[src/rtl/mem_pkg.sv]
// Shared encodings for the memory access sequencer: ops, address sources,
// fault codes, FSM states and the strobe bundle.
package mem_pkg;

  localparam logic [2:0] OP_FETCH = 3'b000;
  localparam logic [2:0] OP_LDB   = 3'b001;
  localparam logic [2:0] OP_LDW   = 3'b010;
  localparam logic [2:0] OP_STB   = 3'b011;
  localparam logic [2:0] OP_STW   = 3'b100;

  localparam logic [1:0] SRC_PC   = 2'b00;
  localparam logic [1:0] SRC_R6   = 2'b01;
  localparam logic [1:0] SRC_ALU  = 2'b10;
  localparam logic [1:0] SRC_RSVD = 2'b11;

  localparam logic [1:0] FC_NONE      = 2'b00;
  localparam logic [1:0] FC_UNALIGNED = 2'b01;
  localparam logic [1:0] FC_RSVD_OP   = 2'b10;
  localparam logic [1:0] FC_RSVD_SRC  = 2'b11;

  typedef enum logic [1:0] {
    ST_IDLE,
    ST_ACCESS,
    ST_DONE,
    ST_FAULT
  } state_t;

  typedef struct packed {
    logic mem_rd;
    logic mem_wr;
    logic ctrl;
    logic mdr_l;
    logic mdr_h;
    logic ir_wr;
  } strobe_t;

  localparam strobe_t STROBE_IDLE = '0;

endpackage

[src/rtl/mem_op_decode.sv]
// Combinational decode of a memory request into its strobe set, plus
// legality classification (reserved op > reserved src > unaligned).
module mem_op_decode
  import mem_pkg::*;
(
  input  logic [2:0] op,
  input  logic [1:0] src,
  input  logic       addr_lsb,
  output strobe_t    strb,
  output logic       legal,
  output logic [1:0] fcode
);

  logic word_access;

  always_comb begin
    strb        = STROBE_IDLE;
    legal       = 1'b1;
    fcode       = FC_NONE;
    word_access = 1'b0;
    case (op)
      OP_FETCH: begin
        strb.mem_rd = 1'b1;
        strb.ir_wr  = 1'b1;
        word_access = 1'b1;
      end
      OP_LDB: begin
        strb.mem_rd = 1'b1;
        strb.mdr_l  = 1'b1;
      end
      OP_LDW: begin
        strb.mem_rd = 1'b1;
        strb.mdr_l  = 1'b1;
        strb.mdr_h  = 1'b1;
        word_access = 1'b1;
      end
      OP_STB: begin
        strb.mem_wr = 1'b1;
      end
      OP_STW: begin
        strb.mem_wr = 1'b1;
        strb.ctrl   = 1'b1;
        word_access = 1'b1;
      end
      default: ;
    endcase

    // Byte accesses may use odd addresses; memory picks the high byte itself.
    if (op > OP_STW) begin
      legal = 1'b0;
      fcode = FC_RSVD_OP;
    end else if (src == SRC_RSVD) begin
      legal = 1'b0;
      fcode = FC_RSVD_SRC;
    end else if (word_access && addr_lsb) begin
      legal = 1'b0;
      fcode = FC_UNALIGNED;
    end
  end

endmodule

[src/rtl/mem_access_seq.sv]
// Memory access sequencer: accepts one request at a time, holds registered
// strobes for ACCESS_CYCLES cycles, then reports done or fault.
module mem_access_seq
  import mem_pkg::*;
#(
  parameter int unsigned ACCESS_CYCLES = 1
) (
  input  logic        clock,
  input  logic        reset,
  input  logic        req_valid,
  output logic        req_ready,
  input  logic [2:0]  req_op,
  input  logic [1:0]  req_src,
  input  logic [15:0] req_addr,
  output logic        memRd,
  output logic        memWr,
  output logic        ctrl,
  output logic        mdr_l,
  output logic        mdr_h,
  output logic        ir_wr,
  output logic [1:0]  I,
  output logic        done,
  output logic        fault,
  output logic [1:0]  fault_code
);

  localparam logic [3:0] CNT_LOAD = 4'(ACCESS_CYCLES);

  state_t     state;
  logic [3:0] cnt;
  strobe_t    strb;
  strobe_t    dec_strb;
  logic       dec_legal;
  logic [1:0] dec_fcode;
  logic       addr_hi_unused;

  // Only the LSB matters here; the datapath routes the full address.
  assign addr_hi_unused = ^req_addr[15:1];

  mem_op_decode u_decode (
    .op       (req_op),
    .src      (req_src),
    .addr_lsb (req_addr[0]),
    .strb     (dec_strb),
    .legal    (dec_legal),
    .fcode    (dec_fcode)
  );

  assign req_ready = (state == ST_IDLE);

  always_ff @(posedge clock) begin
    if (reset) begin
      state      <= ST_IDLE;
      cnt        <= '0;
      strb       <= STROBE_IDLE;
      I          <= SRC_PC;
      done       <= 1'b0;
      fault      <= 1'b0;
      fault_code <= FC_NONE;
    end else begin
      done  <= 1'b0;
      fault <= 1'b0;
      case (state)
        ST_IDLE: begin
          if (req_valid) begin
            if (dec_legal) begin
              state <= ST_ACCESS;
              strb  <= dec_strb;
              I     <= req_src;
              cnt   <= CNT_LOAD;
            end else begin
              state      <= ST_FAULT;
              fault      <= 1'b1;
              fault_code <= dec_fcode;
            end
          end
        end
        ST_ACCESS: begin
          if (cnt == 4'd1) begin
            state <= ST_DONE;
            strb  <= STROBE_IDLE;
            cnt   <= '0;
            done  <= 1'b1;
          end else begin
            cnt <= cnt - 4'd1;
          end
        end
        ST_DONE:  state <= ST_IDLE;
        ST_FAULT: state <= ST_IDLE;
        default:  state <= ST_IDLE;
      endcase
    end
  end

  assign memRd = strb.mem_rd;
  assign memWr = strb.mem_wr;
  assign ctrl  = strb.ctrl;
  assign mdr_l = strb.mdr_l;
  assign mdr_h = strb.mdr_h;
  assign ir_wr = strb.ir_wr;

endmodule

[config.mk]
export PLATFORM = sky130hd
export DESIGN_NAME = mem_access_seq
export DESIGN_NICKNAME = d
export VERILOG_FILES = /design/src/rtl/mem_pkg.sv /design/src/rtl/mem_op_decode.sv /design/src/rtl/mem_access_seq.sv
export SDC_FILE = /design/constraint.sdc
export NUM_CORES = 1
export LEC_CHECK = 0
export ABC_AREA = 1
export CORE_ASPECT_RATIO = 1.4
export CORE_MARGIN = 4
export CORE_UTILIZATION = 37
export DETAILED_ROUTE_END_ITERATION = 8
export HOLD_SLACK_MARGIN = 0.08
export PLACE_DENSITY = 0.82
export SETUP_SLACK_MARGIN = 0.15
export SYNTH_ARGS = -nofsm -noshare
export SYNTH_HDL_FRONTEND = slang
export SYNTH_HIERARCHICAL = 1
export SYNTH_SLANG_ARGS = --single-unit
[constraint.sdc]
create_clock -name clock -period 1.3 [get_ports clock]
set_input_delay 0.39 -clock clock [delete_from_list [all_inputs] [get_ports clock]]
set_output_delay 0.39 -clock clock [all_outputs]
set_load 0.02 [all_outputs]
==> parameters.txt <==
Parameter                              Value

STA
  Setup repair after global routing missed its margin    true
  Worst path setup slack after routing    -4.40 ps
  Total setup violations reported at the end of the flow    2
  Peak Freq    767 MHz
  Period utilization    1.00
  Transition time at the pin with the least slew margin    203 ps
  Normalized max-slew margin    0.864
  Hold slack final    455 ps
  Number of failing hold endpoints at the final stage    0
  Max-slew violation total from the final report    0
  Worst Clk Skew    7.18 ps
  Crit path time final    1300 ps

Cells and area
  Nets    197
  Antenna Diode Count    0
  Non-filler cells in the finished layout    192
  Flip-flop and latch area    between 300 and 400 um^2
  Cell area after layout    1610 um^2
  Final-layout fill cell count    140
  Syn-to-layout area delta    85.2%
  Area of combinational cells with multiple inputs    603 um^2
  Layout cell share with drive strength beyond 1    0.624

Logic synthesis
  Netlist area before placement    871 um^2
  Top_reg_cell synth    sky130_fd_sc_hd__dfxtp_1
  Synth Area per Inst    7.57 um^2
  Compound-Gate Fraction of Synth Area    0.142
  Synth warnings    6
  Post-Syn Instances    ~120
  Number of synthesized flops with an enable pin    0
  Post-synthesis sequential area ratio    0.414
  Share of cell area taken by muxes after synthesis    0
  Syn_nets    141
  Share of flip-flops with an asynchronous set or reset    0
  Dominant combinational cell family by area after synthesis    simple AND/OR/NAND/NOR gates
  Synth Area in Simple Gates    0.328
  Fraction of synthesized cell area in xor and xnor cells    0
  Synthesized-area fraction occupied by adder cells    0.0287
  Number of distinct library cells after synthesis    20
  Seq cells post-synth    18

Global route
  Global-route wire length before repair    4430 um
  Largest net degree at the start of global routing    12
  Via count of the first global-routing pass    1038
  Total global routing track utilization    0.176
  Initial antenna violation count    0
  Leftover overflow at the end of global routing    0

Power
  Total leakage power    0.713 nW
  Switching part of the total power    0.356
  Worst IR drop on VDD    0.000624 V
  Proportion of power drawn by combinational gates    0.392
  Power per cell area    1020 nW/um^2
  Switching power total    0.000586 W
  Cell-internal power    approximately 0.0011 W
  Share of total power in the clock network    0.214
  Fraction of power consumed by sequential logic    0.394

Clock tree
  Cts bufs inserted    3
  Clock tree from TritonCTS    yes
  CTS sink count    18
  Maximum level of the CTS H-tree    1
  Root Buffer Master    sky130_fd_sc_hd__clkbuf_4
  Clk_lat worst skew    ~310 ps
  Longest Clk Path Bufs    2
  Clock input transition at the sequential cells of the worst setup and hold paths    about 100 ps

Die
  Floorplan die area    between 3000 and 4000 um^2
  Effective utilization at floorplan    0.395
  Die X-Extent    between 40 and 50 um
  Num ports    37
  Die Ht    65.4 um
  Count of standard-cell rows    20
  Core Region    around 2200 um^2

Drt
  Post-route DRC    0
  Number of search-and-repair iterations in the first detailed-routing pass    4
  DR vias/cell    5.18
  Routed length per placed instance    ~14 um
  Number of routed nets with antenna violations    0
  Total routed wirelength    2780 um
  Iter 0 DRT Violations    23
  Via count    995

Critical path
  Worst Setup Start Kind    register
  Critical path fanouts, max    2
  Signal arrival time at the worst endpoint    about 910 ps
  Kind of critical path    reg -> out
  Required time of the worst setup path    around 910 ps
  Length in cells of the worst reg-to-reg path    8
  Crit. End Element    primary output

Place
  Final weighted congestion in routability-driven placement    0.842
  Area after detailed placement    1280 um^2
  HPWL after detailed placement    1760 um
  Cells after DPL    175
  IO buf count    21

Job
  MaxCap Viol Count    0

Worst hold path
  Worst hold path class    in -> reg
  Number of cells on the worst hold path    5

Status
  Run status    complete, but fails checks
  Violated checks    negative setup slack
[registers in the layout, summed over array words and instances, names as in the netlist]
| register | flops |
|---|---|
| I | 2 |
| cnt | 4 |
| ctrl | 1 |
| done | 1 |
| fault | 1 |
| fault_code | 2 |
| ir_wr | 1 |
| mdr_h | 1 |
| mdr_l | 1 |
| memRd | 1 |
| memWr | 1 |
| state | 2 |
[cells in the mapped netlist (2+ instances only)]
library cell / number / area (um^2)
sky130_fd_sc_hd__a21oi_2: 3 / 26.3
sky130_fd_sc_hd__nor2_1: 19 / 71.3
sky130_fd_sc_hd__inv_1: 12 / 45.0
sky130_fd_sc_hd__nand3_1: 15 / 75.1
sky130_fd_sc_hd__nand2_1: 8 / 30.0
sky130_fd_sc_hd__a21oi_1: 4 / 20.0
sky130_fd_sc_hd__dfxtp_1: 18 / 360
sky130_fd_sc_hd__nand2_4: 6 / 67.6
sky130_fd_sc_hd__o21ai_1: 8 / 40.0
sky130_fd_sc_hd__o21ai_0: 6 / 30.0
sky130_fd_sc_hd__ha_1: 2 / 25.0
sky130_fd_sc_hd__inv_2: 6 / 22.5
[critical path, cell delays in order, from the launching register on]
cell	delay (ps)
sky130_fd_sc_hd__dfxtp_2	350
sky130_fd_sc_hd__nor2_4	120
sky130_fd_sc_hd__buf_6	130
[power groups by stage]
stage / sequential (W) / combinational, W / clock (W)
after floorplan: 0.000667 / 0.000242 / 0
after global placement: 0.000641 / 0.000455 / 0
after detailed placement: 0.000644 / 0.000475 / 0
after CTS: 0.000643 / 0.000567 / 0.000348
after global routing: 0.000654 / 0.000695 / 0.000390
final: 0.000648 / 0.000646 / 0.000353
[worst paths after layout]
kind	startpoint	to	slack, ps
setup / recovery	state[1]$_SDFFE_PP0P_	req_ready	-4
hold / removal	req_op[1]	ir_wr$_SDFFE_PP0P_	450
setup reg to reg	state[1]$_SDFFE_PP0P_	memRd$_SDFFE_PP0P_	60
hold reg to reg	I[0]$_SDFFE_PP0P_	I[0]$_SDFFE_PP0P_	500
[layer usage]
layer / share of wire / vias up / global-route usage / wire length (um)
met5: 0 / - / 0 / 0
li1: - / 489 / - / -
met4: 0.024 / 0 / 0.121 / 68
met3: 0.037 / 6 / 0.00907 / 102
met1: 0.36 / 473 / 0.170 / 992
met2: 0.58 / 27 / 0.346 / 1620
[layout by cell type (no fill, tap or decap), types with 2 or more instances in the layout]
| cell type | n |
|---|---|
| sky130_fd_sc_hd__a21oi_4 | 2 |
| sky130_fd_sc_hd__nand2_4 | 4 |
| sky130_fd_sc_hd__dfxtp_1 | 5 |
| sky130_fd_sc_hd__nand3_4 | 3 |
| sky130_fd_sc_hd__nand3_1 | 2 |
| sky130_fd_sc_hd__nand2_1 | 6 |
| sky130_fd_sc_hd__o21ai_2 | 3 |
| sky130_fd_sc_hd__clkbuf_4 | 3 |
| sky130_fd_sc_hd__dfxtp_2 | 13 |
| sky130_fd_sc_hd__inv_1 | 10 |
| sky130_fd_sc_hd__inv_2 | 6 |
| sky130_fd_sc_hd__nor2_2 | 2 |
| sky130_fd_sc_hd__nand2_2 | 2 |
| sky130_fd_sc_hd__nand2_8 | 3 |
| sky130_fd_sc_hd__o21ai_1 | 11 |
| sky130_fd_sc_hd__nor2_1 | 17 |
| sky130_fd_sc_hd__buf_6 | 18 |
| sky130_fd_sc_hd__dlygate4sd2_1 | 3 |
| sky130_fd_sc_hd__a21oi_1 | 4 |
| sky130_fd_sc_hd__buf_4 | 26 |
| sky130_fd_sc_hd__nand3_2 | 11 |
| sky130_fd_sc_hd__ha_1 | 2 |
[cells by family (layout without fill, tap and decap cells)]
logic type / after synthesis / in the layout
AO/OA/AOI/OAI: 22 / 22
AND/OR/NAND/NOR: 53 / 53
buffers and inverters: 20 / 75
adder cells (fa/ha/maj): 2 / 2
flip-flops: 18 / 18
[final cells by class]
class,instances,area share
well taps,22,0.0171
flip-flops and latches,18,0.234
multi-input cells,77,0.374
clock buffers,4,0.0225
inverters,19,0.0582
repair buffers,52,0.295
[timing repair]
item | in CTS | in global routing
setup buffers | 10 | 3
hold buffers | 0 | 0
gates resized for setup | 128 | 20
pin swaps | 17 | 14
endpoints found under the setup margin | 29 | 29
[metrics by stage]
step | total power, W | setup TNS, ps | util | setup slack (ps)
floorplan | 0.000909 | 0 | - | 28.8
global placement | 0.00110 | -8870 | 0.580 | -594
detailed placement | 0.00112 | -9770 | 0.580 | -655
CTS | 0.00156 | 0 | 0.682 | 2.68
global route | 0.00174 | -304 | 0.732 | -49.6
finish | 0.00165 | -4.68 | 0.732 | -4.40
No activity file was read; power rests on OpenSTA's default activity.
